==> config.mk <==
export PLATFORM = sky130hd
export DESIGN_NAME = demodulator_psk_flat
export DESIGN_NICKNAME = d
export VERILOG_FILES = /design/src/rtl/demodulator_psk_if.sv /design/src/rtl/demodulator_psk.sv /design/src/flat_wrapper.sv
export SDC_FILE = /design/constraint.sdc
export NUM_CORES = 1
export LEC_CHECK = 0
export CAP_MARGIN = 40
export CELL_PAD_IN_SITES_DETAIL_PLACEMENT = 0
export CELL_PAD_IN_SITES_GLOBAL_PLACEMENT = 1
export CORE_ASPECT_RATIO = 0.9
export CORE_UTILIZATION = 43
export DETAILED_ROUTE_END_ITERATION = 10
export GPL_TIMING_DRIVEN = 0
export MAX_ROUTING_LAYER = met4
export PLACE_DENSITY_LB_ADDON = 0.1
export SLEW_MARGIN = 20
export SYNTH_ARGS = -nofsm -noshare
export SYNTH_HDL_FRONTEND = slang
export SYNTH_SLANG_ARGS = --single-unit
==> constraint.sdc <==
create_clock -name clk -period 1.95 [get_ports clk]
set_clock_uncertainty 0.15 [all_clocks]
set_input_delay 0.195 -clock clk [delete_from_list [all_inputs] [get_ports clk]]
set_output_delay 0.195 -clock clk [all_outputs]
set_load 0.03 [all_outputs]
==> src/rtl/demodulator_psk_if.sv <==
// ============================================================================
// Module   : demodulator_psk_if
// Purpose  : FIFO write-side bundle between the PSK demodulator and the RX
//            sample FIFO.
// Signals  : write - one-cycle FIFO write strobe (demodulator -> FIFO)
//            data  - 8-bit left-aligned symbol  (demodulator -> FIFO)
//            full  - FIFO full                  (FIFO -> demodulator)
// Modports : master - demodulator side; slave - FIFO side
// Revision : 1.0 - initial release
// ============================================================================
`default_nettype none

interface demodulator_psk_if;
  logic       write;
  logic [7:0] data;
  logic       full;

  modport master (output write, output data, input full);
  modport slave  (input write, input data, output full);
endinterface

`default_nettype wire

==> src/rtl/demodulator_psk.sv <==
// ============================================================================
// Module   : demodulator_psk
// Purpose  : Receive side of the serial PSK symbol link. Synchronises the
//            serial line, waits for a low idle run, frames on a start-bit
//            rising edge, assembles PSK_BITS_PER_SYMBOL bits per symbol
//            (MSB first, left-aligned in a byte) and writes each symbol to
//            the downstream FIFO.
// Ports    : clk      - system clock, rising edge
//            rst_n    - asynchronous active-low reset
//            enable   - 1 = run, 0 = force idle and clear counters
//            din      - serial line, asynchronous to clk
//            fifo     - demodulator_psk_if.master (write/data out, full in)
//            busy     - 1 while a frame is being received
//            overflow - sticky flag: a symbol was dropped on full
//            clr_ovf  - synchronous clear of overflow (a same-cycle set wins)
// Options  : DEMOD_EDGE_RESYNC_EN - when defined, every line edge seen during
//            a frame re-aligns the bit timing; when undefined, the timing is
//            fixed by the start edge and free-runs for the whole frame.
// Revision : 1.0 - initial release
// ============================================================================
`default_nettype none

module demodulator_psk #(
  parameter int PSK_CLKS_PER_BIT    = 4,
  parameter int PSK_BITS_PER_SYMBOL = 4,
  parameter int FRAME_SYMBOLS       = 16,
  parameter int IDLE_BITS           = 2
) (
  input  wire                      clk,
  input  wire                      rst_n,
  input  wire                      enable,
  input  wire                      din,
  input  wire                      clr_ovf,
  demodulator_psk_if.master        fifo,
  output logic                     busy,
  output logic                     overflow
);

  localparam int IDLE_TARGET = IDLE_BITS * PSK_CLKS_PER_BIT;
  localparam int LOW_W = ($clog2(IDLE_TARGET + 1) < 1) ? 1 : $clog2(IDLE_TARGET + 1);
  localparam int CLK_W = ($clog2(PSK_CLKS_PER_BIT) < 1) ? 1 : $clog2(PSK_CLKS_PER_BIT);
  localparam int BIT_W = ($clog2(PSK_BITS_PER_SYMBOL) < 1) ? 1 : $clog2(PSK_BITS_PER_SYMBOL);
  localparam int SYM_W = ($clog2(FRAME_SYMBOLS) < 1) ? 1 : $clog2(FRAME_SYMBOLS);

  localparam logic [LOW_W-1:0] LOW_LAST = LOW_W'(IDLE_TARGET - 1);
  localparam logic [CLK_W-1:0] CLK_LAST = CLK_W'(PSK_CLKS_PER_BIT - 1);
  localparam logic [CLK_W-1:0] CLK_HALF = CLK_W'(PSK_CLKS_PER_BIT / 2);
  localparam logic [BIT_W-1:0] BIT_LAST = BIT_W'(PSK_BITS_PER_SYMBOL - 1);
  localparam logic [SYM_W-1:0] SYM_LAST = SYM_W'(FRAME_SYMBOLS - 1);

  typedef enum logic [1:0] {
    ST_IDLE = 2'd0,
    ST_HUNT = 2'd1,
    ST_RUN  = 2'd2
  } state_t;

  state_t           state_q, state_d;
  logic             sync1_q, sync1_d;
  logic             sync2_q, sync2_d;
  logic             ds_dly_q, ds_dly_d;
  logic [LOW_W-1:0] low_cnt_q, low_cnt_d;
  logic [CLK_W-1:0] clks_q, clks_d;
  logic [BIT_W-1:0] bit_idx_q, bit_idx_d;
  logic [SYM_W-1:0] sym_cnt_q, sym_cnt_d;
  logic             skip_q, skip_d;
  logic [7:0]       sym_q, sym_d;
  logic             write_q, write_d;
  logic [7:0]       data_q, data_d;
  logic             overflow_q, overflow_d;

  logic             ds;
  logic             rise;
  logic             step;
  logic [2:0]       bit_pos;
  logic [7:0]       sym_next;

  assign ds   = sync2_q;
  assign rise = sync2_q & ~ds_dly_q;

  always_ff @(posedge clk or negedge rst_n) begin
    if (!rst_n) begin
      state_q    <= ST_IDLE;
      sync1_q    <= 1'b0;
      sync2_q    <= 1'b0;
      ds_dly_q   <= 1'b0;
      low_cnt_q  <= '0;
      clks_q     <= '0;
      bit_idx_q  <= '0;
      sym_cnt_q  <= '0;
      skip_q     <= 1'b0;
      sym_q      <= '0;
      write_q    <= 1'b0;
      data_q     <= '0;
      overflow_q <= 1'b0;
    end else begin
      state_q    <= state_d;
      sync1_q    <= sync1_d;
      sync2_q    <= sync2_d;
      ds_dly_q   <= ds_dly_d;
      low_cnt_q  <= low_cnt_d;
      clks_q     <= clks_d;
      bit_idx_q  <= bit_idx_d;
      sym_cnt_q  <= sym_cnt_d;
      skip_q     <= skip_d;
      sym_q      <= sym_d;
      write_q    <= write_d;
      data_q     <= data_d;
      overflow_q <= overflow_d;
    end
  end

  always_comb begin
    sync1_d    = din;
    sync2_d    = sync1_q;
    ds_dly_d   = sync2_q;
    state_d    = state_q;
    low_cnt_d  = low_cnt_q;
    clks_d     = clks_q;
    bit_idx_d  = bit_idx_q;
    sym_cnt_d  = sym_cnt_q;
    skip_d     = skip_q;
    sym_d      = sym_q;
    write_d    = 1'b0;
    data_d     = data_q;
    overflow_d = overflow_q;
    step       = 1'b0;
    bit_pos    = 3'd7 - 3'(bit_idx_q);
    sym_next   = sym_q;

    // Clear first so that an overflow event below in the same cycle wins.
    if (clr_ovf) begin
      overflow_d = 1'b0;
    end

    if (!enable) begin
      state_d   = ST_IDLE;
      low_cnt_d = '0;
      clks_d    = '0;
      bit_idx_d = '0;
      sym_cnt_d = '0;
      skip_d    = 1'b0;
      sym_d     = '0;
    end else begin
      case (state_q)
        ST_IDLE: begin
          if (ds) begin
            low_cnt_d = '0;
          end else if (low_cnt_q == LOW_LAST) begin
            low_cnt_d = '0;
            state_d   = ST_HUNT;
          end else begin
            low_cnt_d = low_cnt_q + 1'b1;
          end
        end

        ST_HUNT: begin
          if (rise) begin
            clks_d    = '0;
            bit_idx_d = '0;
            skip_d    = 1'b1;
            sym_d     = '0;
            state_d   = ST_RUN;
          end
        end

        ST_RUN: begin
          step   = (clks_q == CLK_LAST);
          clks_d = step ? '0 : clks_q + 1'b1;

`ifdef DEMOD_EDGE_RESYNC_EN
          // An edge is a bit boundary. Past the sample point the boundary
          // came early, so finish the current bit now; at or before it the
          // boundary came late, so only restart the bit timing.
          if ((sync2_q ^ ds_dly_q) && (clks_q != '0)) begin
            clks_d = '0;
            if (clks_q > CLK_HALF) begin
              step = 1'b1;
            end
          end
`endif

          // The bit index wraps modulo the symbol length, so it already
          // reads zero when the first bit of the next symbol begins.
          if (step) begin
            if (skip_q) begin
              skip_d = 1'b0;
            end else if (bit_idx_q == BIT_LAST) begin
              bit_idx_d = '0;
            end else begin
              bit_idx_d = bit_idx_q + 1'b1;
            end
          end

          if ((clks_q == CLK_HALF) && !skip_q) begin
            sym_next          = sym_q;
            sym_next[bit_pos] = ds;
            if (bit_idx_q == BIT_LAST) begin
              sym_d = '0;
              if (fifo.full) begin
                overflow_d = 1'b1;
              end else begin
                write_d = 1'b1;
                data_d  = sym_next;
              end
              if (sym_cnt_q == SYM_LAST) begin
                state_d   = ST_IDLE;
                sym_cnt_d = '0;
                clks_d    = '0;
                bit_idx_d = '0;
                skip_d    = 1'b0;
              end else begin
                sym_cnt_d = sym_cnt_q + 1'b1;
              end
            end else begin
              sym_d = sym_next;
            end
          end
        end

        default: begin
          state_d = ST_IDLE;
        end
      endcase
    end
  end

  assign fifo.write = write_q;
  assign fifo.data  = data_q;
  assign busy       = (state_q == ST_RUN);
  assign overflow   = overflow_q;

endmodule

`default_nettype wire

==> src/flat_wrapper.sv <==
// flat-port wrapper written by rule: the top's interface ports become plain ports
module demodulator_psk_flat 
#(
  parameter int PSK_CLKS_PER_BIT    = 4,
  parameter int PSK_BITS_PER_SYMBOL = 4,
  parameter int FRAME_SYMBOLS       = 16,
  parameter int IDLE_BITS           = 2
)
  (clk, rst_n, enable, din, clr_ovf, busy, overflow, fifo_write, fifo_data, fifo_full);
  demodulator_psk_if fifo_i ();
  input  wire clk;
  input  wire rst_n;
  input  wire enable;
  input  wire din;
  input  wire clr_ovf;
  output logic busy;
  output logic overflow;
  output wire logic [$bits(fifo_i.write)-1:0] fifo_write;
  output wire logic [$bits(fifo_i.data)-1:0] fifo_data;
  input wire logic [$bits(fifo_i.full)-1:0] fifo_full;
  assign fifo_write = fifo_i.write;
  assign fifo_data = fifo_i.data;
  assign fifo_i.full = fifo_full;
  demodulator_psk #(.PSK_CLKS_PER_BIT(PSK_CLKS_PER_BIT), .PSK_BITS_PER_SYMBOL(PSK_BITS_PER_SYMBOL), .FRAME_SYMBOLS(FRAME_SYMBOLS), .IDLE_BITS(IDLE_BITS)) u_core (.clk(clk), .rst_n(rst_n), .enable(enable), .din(din), .clr_ovf(clr_ovf), .fifo(fifo_i), .busy(busy), .overflow(overflow));
endmodule
==> impl_metrics.py, run 1 <==
metrics = {
    "route": {
        "routed_wl_um": 2770,
        "via_count": 1092,
        "ant_nets": 0,
        "drc": 0,
        "vias_per_cell": 5.33,
        "dr.first_iter.drc_count": 34,
        "dr.pass1.iters": 4,
        "wl_per_cell_um": 13.5,
    },
    "min_path": {
        "hold_path_class": "reg -> reg",
        "hold_depth": 0,
    },
    "critical_path": {
        "crit_type": "reg -> reg",
        "reg2reg_to": "u_core.fifo.data[4]$_DFFE_PN0P_",
        "worstRegToRegCells": 7,
        "rr_startpoint": "u_core.bit_idx_q[1]$_DFFE_PN0P_",
        "cp-start-kind": "flop",
        "cp.required_ns": 1.96,
        "crit_path_max_fanout": 9,
        "worstPathArrival_ns": 1.84,
        "rrSetupSlack_ns": 0.12,
        "crit_end": "u_core.fifo.data[4]$_DFFE_PN0P_",
        "cp-startpoint": "u_core.bit_idx_q[1]$_DFFE_PN0P_",
        "end_kind": "flop",
    },
    "timing": {
        "whs_ns": 0.206,
        "fmax_ghz": 0.547,
        "final.min_clock_period_ns": 1.83,
        "fin_ws_ns": 0.123,
        "maxSlewHeadroom_pct": 58.2,
        "hold_viol": 0,
        "max_slew.worst_pin.slew_ns": 0.627,
        "rsz0062_at_grt": "no",
        "fin_crit_sh_pct": 93.7,
        "slew_viol_final": 0,
        "tns_ns": 0,
        "setup_violations": 0,
    },
    "global_route": {
        "first_global_vias": 1093,
        "grt_pass1_wl_um": 5000,
        "grt_antenna_before_repair": 0,
        "globalRouteTotalUtil_pct": 18.0,
        "grt_max_degree": 29,
        "grt_overflow": 0,
    },
    "layout": {
        "n_antenna_cell": 0,
        "final_util_pct": 54.1,
        "final_common_cell": "dfrtp_1",
        "fin_nets": 179,
        "final_cell_mix": "dfrtp_1, inv_1, clkdlybuf4s50_1",
        "final_layout_size_suffix_gt1_share_pct": 14.1,
        "syn2layout_area_growth_pct": 15.7,
        "instances_no_fill": 205,
        "stdcell_area_um2": 1710,
    },
    "floorplanning": {
        "die_w_um": 63.8,
        "ios": 17,
        "rows": 19,
        "start_util_pct": 46.7,
        "die_h_um": 57.6,
        "core_area_um2": 3160,
        "die_area_um2": 3680,
    },
    "synthesis": {
        "synthCells": 143,
        "synth_top_cell_by_area": "dfrtp_1",
        "synth.top_cell.area_share_pct": 47.4,
        "synth_area_per_cell_um2": 10.3,
        "synth_fa_ha_area_share_pct": 6.77,
        "yosysSeqAreaShare_pct": 47.4,
        "ys_warn_count": 0,
        "synth_area_leaders": "dfrtp_1, ha_1, o21ai_0, inv_1, mux2i_1",
        "synth-simple-area-share_pct": 16.9,
        "ys_types": 42,
        "netlist_area_um2": 1480,
        "synth-seq-cells": 28,
        "muxShareOfSynthArea_pct": 2.71,
        "synth_compound_area_share_pct": 17.4,
        "synth_top_family_by_area": "compound AO/OA/AOI/OAI gates",
        "synthXorXnorAreaFrac_pct": 1.19,
    },
    "power": {
        "p_int_mw": 0.750,
        "p_comb_share_pct": 6.7,
        "sw_frac_of_total_pct": 21.7,
        "p_clk_share_pct": 31.4,
        "power_mw": 0.958,
        "pwr_density_cell_nw_per_um2": 560,
        "p_leak_nw": 0.774,
        "ir_drop_v": 0.000304,
        "switchingPower_mw": 0.208,
        "p_seq_share_pct": 61.9,
    },
    "placement": {
        "hpwl_um": 2060,
        "placed_area_um2": 1660,
        "dp.cells": 200,
        "place_congestion": 0.735,
        "place_ws_ns": -0.0521,
        "numPortBuffers": 12,
    },
    "run": {
        "maxCapViolations": 0,
    },
    "clock_tree": {
        "cts.path.max_buffers": 2,
        "cts_tree": "yes",
        "clk_latency_ns": 0.27,
        "cts_root_buffer": "clkbuf_8",
        "clkSinkCount": 28,
        "clk_pin_slew_ns": 0.09,
        "cts_htree_levels": 1,
        "numCtsBuffers": 3,
    },
    "outcome": {
        "outcome": "completed",
    },
}
## worst max-delay path: stages, from the launching register on
cell	delay, ns
dfrtp_1	0.41
ha_1	0.16
clkbuf_2	0.18
nand3b_1	0.14
or3_1	0.34
buf_2	0.19
nand2_1	0.10
o21ai_2	0.05
## cell type report
type,count,area [um^2]
clock buffers,3,41.3
multi-input cells,97,679
inverters,12,45.0
fillers,288,1450
flip-flops and latches,28,701
repair buffers,14,128
plain buffers,9,63.8
well taps,42,52.6
## logic make-up (layout without fill, tap and decap cells)
logic type | count (synthesis) | count (layout)
AND/OR/NAND/NOR | 43 | 43
AO/OA/AOI/OAI | 36 | 36
flip-flops | 28 | 28
buffers and inverters | 21 | 38
adder cells (fa/ha/maj) | 8 | 8
multiplexers | 4 | 4
XOR/XNOR | 2 | 2
other | 1 | 4
## what timing repair did
| item | in CTS | in global routing |
|---|---|---|
| endpoints found under the setup margin | 3 | 1 |
| hold endpoints to repair | 28 | 0 |
| hold buffers | 1 | 0 |
| setup buffers | 1 | 0 |
| resized for setup | 1 | 2 |
| pin swaps | 1 | 0 |
## cells in the mapped netlist (all sizes together)
master	number
a311o	1
a32o	1
o31ai	2
nand4	1
nor3	2
a41oi	1
nand3b	3
o21a	1
inv	11
nand2b	2
dfrtp	28
xnor2	1
mux2i	4
o21ba	1
or4b	1
conb	1
xor2	1
buf	8
nand3	6
clkbuf	1
or3	1
o22ai	1
o41ai	2
nor4b	4
a21oi	7
a221o	3
nand4bb	1
nor2	9
o21ai	14
nor2b	3
and3	1
o21bai	2
clkinv	1
ha	8
and3b	1
nand2	8
## flip-flops by register name, summed over array words and instances, names as in the netlist, 2 cells and up
name,flops
u_core.fifo.data,4
u_core.low_cnt_q,4
u_core.sym_cnt_q,4
u_core.sym_q,4
u_core.bit_idx_q,2
u_core.clks_q,2
u_core.state_q,2
## how the worst min path moves through the flow
stage	to	startpoint	slack, ns
6_report	u_core.ds$_DFF_PN0_	u_core.sync1_q$_DFF_PN0_	0.21
3_5_place_dp	u_core.low_cnt_q[2]$_DFFE_PN0P_	rst_n	0.1
3_3_place_gp	u_core.ds$_DFF_PN0_	u_core.sync1_q$_DFF_PN0_	0.19
2_1_floorplan	u_core.bit_idx_q[0]$_DFFE_PN0P_	rst_n	-0.25
4_1_cts	u_core.sync1_q$_DFF_PN0_	din	0.20
5_1_grt	u_core.sync1_q$_DFF_PN0_	din	0.19
## power by group through the flow
stage                     Sequential (mW)  Clock [mW]  Combinational (mW)
final                               0.593       0.300              0.0643
after global routing                0.595       0.347              0.0717
after global placement              0.604           0              0.0635
after detailed placement            0.604           0              0.0636
after floorplan                     0.603           0              0.0360
after CTS                           0.593       0.321              0.0654
## metal layers
layer  global-route usage (%)  routed length, um  up-vias
met4                     2.92                 17        0
met1                     22.5               1300      524
met3                     4.13                 88        2
li1                         -                  -      546
met5                        -                  0        -
met2                     30.4               1360       20
Note: power is estimated with default switching activity, not from simulation.
==> run 2, diff against run 1 <==
- CELL_PAD_IN_SITES_DETAIL_PLACEMENT: 0 -> not set
- CELL_PAD_IN_SITES_GLOBAL_PLACEMENT: 1 -> not set
- CORE_UTILIZATION: 43 -> 50
- PLACE_DENSITY: not set -> 0.72
- PLACE_DENSITY_LB_ADDON: 0.1 -> not set
- SLEW_MARGIN: 20 -> not set
==> run 2 against run 1 <==
Setup slack gained 0.025 ns. Die area shrank 14%. Sequential share of layout area shrank 0.88 points. Via count grew 3.8%. Power shrank 1.4%. Flip-flop and latch count is the same.
==> impl_metrics.py, run 2 (same netlist as run 1, synthesis figures left out) <==
metrics = {
    "clock_tree": {
        "clk_pin_slew_ns": 0.14,
        "cts.path.max_buffers": 2,
        "numCtsBuffers": 3,
        "clkSinkCount": 28,
        "cts_tree": "yes",
        "cts_hold_buf": 0,
        "cts_htree_levels": 1,
        "clk_latency_ns": 0.33,
        "cts_root_buffer": "clkbuf_4",
    },
    "floorplanning": {
        "die_h_um": 53.6,
        "die_area_um2": 3180,
        "core_area_um2": 2770,
        "rows": 18,
        "die_w_um": 59.3,
        "start_util_pct": 53.3,
        "ios": 17,
    },
    "timing": {
        "whs_ns": 0.119,
        "maxSlewHeadroom_pct": 52.3,
        "setup_violations": 0,
        "max_slew.worst_pin.slew_ns": 0.713,
        "hold_viol": 0,
        "fin_ws_ns": 0.147,
        "fmax_ghz": 0.555,
        "final.min_clock_period_ns": 1.80,
        "tns_ns": 0,
        "fin_crit_sh_pct": 92.4,
        "slew_viol_final": 0,
    },
    "route": {
        "via_count": 1134,
        "dr.first_iter.drc_count": 38,
        "route.met2.wl_um": 1330,
        "vias_per_cell": 5.48,
        "drc": 0,
        "topRoutingLayerUsed": "met4",
        "drt-met1-wl_um": 1270,
        "met3_length_um": 99,
        "wl_per_cell_um": 13.4,
        "routed_wl_um": 2770,
        "dr.pass1.iters": 4,
        "ant_nets": 0,
    },
    "power": {
        "pwr_density_cell_nw_per_um2": 540,
        "p_comb_share_pct": 7.4,
        "sw_frac_of_total_pct": 22.5,
        "p_leak_nw": 0.796,
        "ir_drop_v": 0.000369,
        "p_int_mw": 0.732,
        "p_clk_share_pct": 29.7,
        "switchingPower_mw": 0.213,
        "p_seq_share_pct": 62.9,
    },
    "layout": {
        "final_layout_size_suffix_gt1_share_pct": 16.8,
        "final_cell_mix": "dfrtp_1, clkdlybuf4s50_1, inv_1",
        "fin_nets": 182,
        "multiInputGateArea_um2": 679,
        "nFillCells": 255,
        "stdcell_area_um2": 1750,
        "final_common_cell": "dfrtp_1",
        "seq_area_um2": 701,
        "instances_no_fill": 207,
        "syn2layout_area_growth_pct": 18.3,
        "n_antenna_cell": 0,
    },
    "critical_path": {
        "rrSetupSlack_ns": 0.15,
        "end_kind": "flop",
        "crit_type": "reg -> reg",
        "worstPathArrival_ns": 1.89,
        "crit_path_max_fanout": 9,
        "cp.required_ns": 2.04,
        "slowest_stage": "dfrtp_1",
        "cp-start-kind": "flop",
        "crit_chain": "ha_1 -> clkbuf_2 -> nand3b_1 -> or3_1 -> buf_2 -> nand2_1 -> o21ai_2",
        "cpPeakStageDelay_ns": 0.40,
    },
    "global_route": {
        "grt_max_degree": 16,
        "grt_overflow": 0,
        "first_global_vias": 1081,
        "globalRouteTotalUtil_pct": 20.5,
        "grt_antenna_before_repair": 0,
        "grt_pass1_wl_um": 4660,
    },
    "placement": {
        "placed_area_um2": 1690,
        "hpwl_um": 1970,
        "dp.cells": 199,
        "numPortBuffers": 12,
        "place_ws_ns": -0.0179,
        "place_congestion": 0.765,
    },
    "run": {
        "maxCapViolations": 0,
    },
    "min_path": {
        "hold_path_class": "in -> async",
    },
    "outcome": {
        "outcome": "completed",
    },
}
[run 2: changes by cell type in the layout (fill, tap and decap cells not counted), sizes merged]
cell           change
dlygate4sd3        -1
buf                +4
clkdlybuf4s50      +1
[run 2: path summary, 6_finish.rpt]
path | startpoint | endpoint | depth (start not counted)
worst max register to register | u_core.bit_idx_q[1]$_DFFE_PN0P_ | u_core.fifo.data[6]$_DFFE_PN0P_ | 7
worst min-delay path | rst_n | u_core.low_cnt_q[0]$_DFFE_PN0P_ | 1
worst min register to register | u_core.sync1_q$_DFF_PN0_ | u_core.ds$_DFF_PN0_ | 0
max in group asynchronous | rst_n | u_core.bit_idx_q[1]$_DFFE_PN0P_ | 2
min in group clk | din | u_core.sync1_q$_DFF_PN0_ | 1
worst max-delay path | u_core.bit_idx_q[1]$_DFFE_PN0P_ | u_core.fifo.data[6]$_DFFE_PN0P_ | 7
[run 2: per-stage QoR]
step | total power [mW] | util (%)
2_1_floorplan | 0.639 | -
3_3_place_gp | 0.667 | 59.9
3_5_place_dp | 0.675 | 60.9
4_1_cts | 0.955 | 62.2
5_1_grt | 0.975 | 63.1
6_report | 0.944 | 63.1
[run 2: final cells by class]
cell class	instances	share of cell area, %
clock buffers	4	2.08
well taps	40	2.86
inverters	12	2.58
flip-flops and latches	28	40.1
multi-input cells	97	38.9
repair buffers	17	9.88
plain buffers	9	3.65
[run 2: routing by layer]
metal | GRT usage [%] | vias to the layer above
li1 | - | 549
met1 | 24.4 | 555
met2 | 34.3 | 22
met3 | 4.57 | 8
met4 | 7.54 | 0
met5 | - | -
[run 2: timing repair]
action / CTS / global route
resized for setup: 3 / 3
buffers inserted: 0 / 4
pin swaps: 0 / 1
setup endpoints to repair: 1 / 7
[run 2: power groups by stage]
stage          clock network, mW  registers, mW  logic (mW)
3_5_place_dp                   0          0.605      0.0705
2_1_floorplan                  0          0.603      0.0360
4_1_cts                    0.290          0.594      0.0706
3_3_place_gp                   0          0.604      0.0628
6_report                   0.281          0.594      0.0699
5_1_grt                    0.304          0.595      0.0770
[run 2: worst max-delay path, delay by kind of cell, from the launching register on]
kind	cells	cell delay, ns
AO/OA/AOI/OAI	1	0.05
adder cells (fa/ha/maj)	1	0.15
flip-flops	1	0.40
AND/OR/NAND/NOR	3	0.59
buffers and inverters	2	0.37
==> run 3, diff against run 2 <==
- ABC_AREA: not set -> 1
- CORE_MARGIN: not set -> 5
- PLACE_DENSITY: 0.72 -> 0.73
- clock period: 1.95 -> 1.75 ns (I/O delays scaled with it)
==> run 3 against run 2 <==
Combinational power is 20% higher. Highest routed layer unchanged. Area after synthesis is 3.2% lower. Synthesized cell count is 17% higher.
==> impl_metrics.py, run 3 <==
metrics = {
    "synthesis": {
        "muxShareOfSynthArea_pct": 0.700,
        "netlist_area_um2": 1430,
        "synthCells": 167,
        "async_flop_share_pct": 100,
        "yosysSeqAreaShare_pct": 49.0,
        "synth-seq-cells": 28,
        "synth_compound_area_share_pct": 9.71,
        "synth_top_family_by_area": "simple AND/OR/NAND/NOR gates",
        "synth.top_cell.area_share_pct": 49.0,
        "synthXorXnorAreaFrac_pct": 1.84,
        "synth_ff_type": "dfrtp_1",
        "synth_fa_ha_area_share_pct": 7.00,
        "ys_warn_count": 0,
        "synth-simple-area-share_pct": 23.4,
        "synth_area_leaders": "dfrtp_1, nand2_1, ha_1, nand3_1, inv_1",
        "ys_types": 24,
        "yosys.cell_count.top_type": "nand2_1",
        "synth_area_per_cell_um2": 8.56,
        "synth_edf_count": 0,
        "ys_top_cells_by_count": "nand2_1, dfrtp_1, inv_1, nand3_1, nor2_1",
        "synth_top_cell_by_area": "dfrtp_1",
    },
    "power": {
        "p_comb_share_pct": 8.4,
        "pwr_density_cell_nw_per_um2": 595,
        "p_leak_nw": 0.831,
        "sw_frac_of_total_pct": 23.2,
        "p_seq_share_pct": 66.2,
        "switchingPower_mw": 0.231,
        "p_clk_share_pct": 25.4,
        "ir_drop_v": 0.000645,
        "p_int_mw": 0.766,
    },
    "floorplanning": {
        "start_util_pct": 52.0,
        "die_w_um": 66.4,
        "die_h_um": 60.7,
        "die_area_um2": 4030,
        "core_area_um2": 2750,
        "rows": 18,
        "ios": 17,
    },
    "route": {
        "routed_wl_um": 2660,
        "dr.first_iter.drc_count": 28,
        "vias_per_cell": 4.98,
        "drc": 0,
        "wl_per_cell_um": 11.8,
        "via_count": 1125,
        "dr.pass1.iters": 4,
        "ant_nets": 0,
    },
    "clock_tree": {
        "numCtsBuffers": 3,
        "cts_htree_levels": 1,
        "clk_latency_ns": 0.32,
        "cts.path.max_buffers": 2,
        "cts_root_buffer": "clkbuf_4",
        "clk_pin_slew_ns": 0.13,
        "cts_tree": "yes",
        "clkSinkCount": 28,
    },
    "critical_path": {
        "slowest_stage": "clkdlybuf4s50_1",
        "cp.depth": 1,
        "cp.required_ns": 1.42,
        "cpLargestDelayFamily": "buffers and inverters",
        "worstRegToRegCells": 7,
        "crit_path_max_fanout": 2,
        "end_kind": "primary output",
        "cpPeakStageDelay_ns": 0.68,
        "cp-start-kind": "flop",
        "crit_type": "reg -> out",
        "path_buf_inv": 1,
        "crit_chain": "clkdlybuf4s50_1",
        "worstPathArrival_ns": 1.37,
    },
    "layout": {
        "fin_nets": 202,
        "n_antenna_cell": 0,
        "final_common_cell": "nand2_1",
        "instances_no_fill": 226,
        "final_util_pct": 61.0,
        "final_layout_size_suffix_gt1_share_pct": 13.4,
        "syn2layout_area_growth_pct": 17.2,
        "final_cell_mix": "nand2_1, dfrtp_1, inv_1",
        "nFillCells": 253,
    },
    "global_route": {
        "globalRouteTotalUtil_pct": 15.7,
        "grt_antenna_before_repair": 0,
        "grt_pass1_wl_um": 4690,
        "grt_overflow": 0,
        "grt_max_degree": 18,
        "first_global_vias": 1101,
    },
    "timing": {
        "fin_ws_ns": 0.0574,
        "hold_viol": 0,
        "fmax_ghz": 0.591,
        "slew_viol_final": 0,
        "final.min_clock_period_ns": 1.69,
        "setup_violations": 0,
        "fin_crit_sh_pct": 96.7,
        "maxSlewHeadroom_pct": 57.4,
        "max_slew.worst_pin.slew_ns": 0.636,
    },
    "min_path": {
        "hold_depth": 3,
        "hold_path_class": "in -> reg",
    },
    "placement": {
        "place_congestion": 0.773,
        "dp.cells": 222,
        "place_ws_ns": 0.0205,
        "hpwl_um": 2110,
        "numPortBuffers": 11,
    },
    "run": {
        "maxCapViolations": 0,
    },
    "outcome": {
        "outcome": "completed",
    },
}
==> run 3: cell count changes after synthesis, moves of 4 or more <==
cell and change:
inv_1 +8, nor4b_1 -4, o21ai_2 -4, nor2_1 +6
nand2_1 +27, nand2_2 +4, nand3_1 +10
==> run 3: worst paths after layout <==
kind | slack [ns] | end | startpoint
setup / recovery | 0.06 | fifo_data[5] | u_core.fifo.data[5]$_DFFE_PN0P_
hold / removal | 0.01 | u_core.sym_cnt_q[2]$_DFFE_PN0P_ | enable
setup reg to reg | 0.14 | u_core.sym_cnt_q[2]$_DFFE_PN0P_ | u_core.bit_idx_q[0]$_DFFE_PN0P_
hold reg to reg | 0.23 | u_core.ds$_DFF_PN0_ | u_core.sync1_q$_DFF_PN0_
max in group asynchronous | 0.87 | u_core.sym_q[6]$_DFFE_PN0P_ | rst_n
min in group asynchronous | 0.08 | u_core.clks_q[1]$_DFFE_PN0P_ | rst_n
==> run 3: power groups by stage <==
stage                     Sequential, mW  Clock, mW  Combinational, mW
after floorplan                    0.671          0             0.0451
after global placement             0.672          0             0.0726
after detailed placement           0.672          0             0.0839
after CTS                          0.660      0.267             0.0840
after global routing               0.662      0.295             0.0930
final                              0.660      0.253             0.0839
==> run 3: per-stage QoR <==
step	total power [mW]	hold WS [ns]	setup TNS [ns]	area, um^2
final	0.997	0.0117	0	1680
after floorplan	0.716	-0.271	0	1440
after detailed placement	0.756	0.198	0	1630
after global placement	0.744	0.199	-1.39	1600
after global routing	1.05	0.00526	-0.00548	1680
after CTS	1.01	0.00926	0	1650
==> run 3: timing repair <==
action,CTS,global route
setup buffers,0,1
pin swaps,0,2
hold buffers,0,0
setup endpoints to repair,1,11
resized for setup,3,10
==> run 3: per-layer routing <==
| layer | routed length (um) | vias up | share of wire, % | GRT usage (%) |
|---|---|---|---|---|
| li1 | - | 570 | - | - |
| met1 | 1140 | 534 | 43 | 17.8 |
| met5 | 0 | - | 0 | - |
| met3 | 113 | 4 | 4.2 | 3.89 |
| met4 | 14 | 0 | 0.53 | 3.48 |
| met2 | 1390 | 17 | 52 | 28.1 |
==> run 3: cell type report <==
| type | instances | area (um^2) | share of cell area, % |
|---|---|---|---|
| repair buffers | 13 | 143 | 8.51 |
| multi-input cells | 116 | 644 | 38.4 |
| plain buffers | 5 | 37.5 | 2.24 |
| flip-flops and latches | 28 | 701 | 41.8 |
| inverters | 21 | 78.8 | 4.70 |
| well taps | 40 | 50.0 | 2.99 |
| clock buffers | 3 | 22.5 | 1.34 |
==> run 3: logic make-up after synthesis <==
group | count (synthesis)
buf+inv | 26
simple gates | 75
mux | 1
fa+ha+maj | 8
compound gates | 25
flops | 28
xor+xnor | 3
other cells | 1
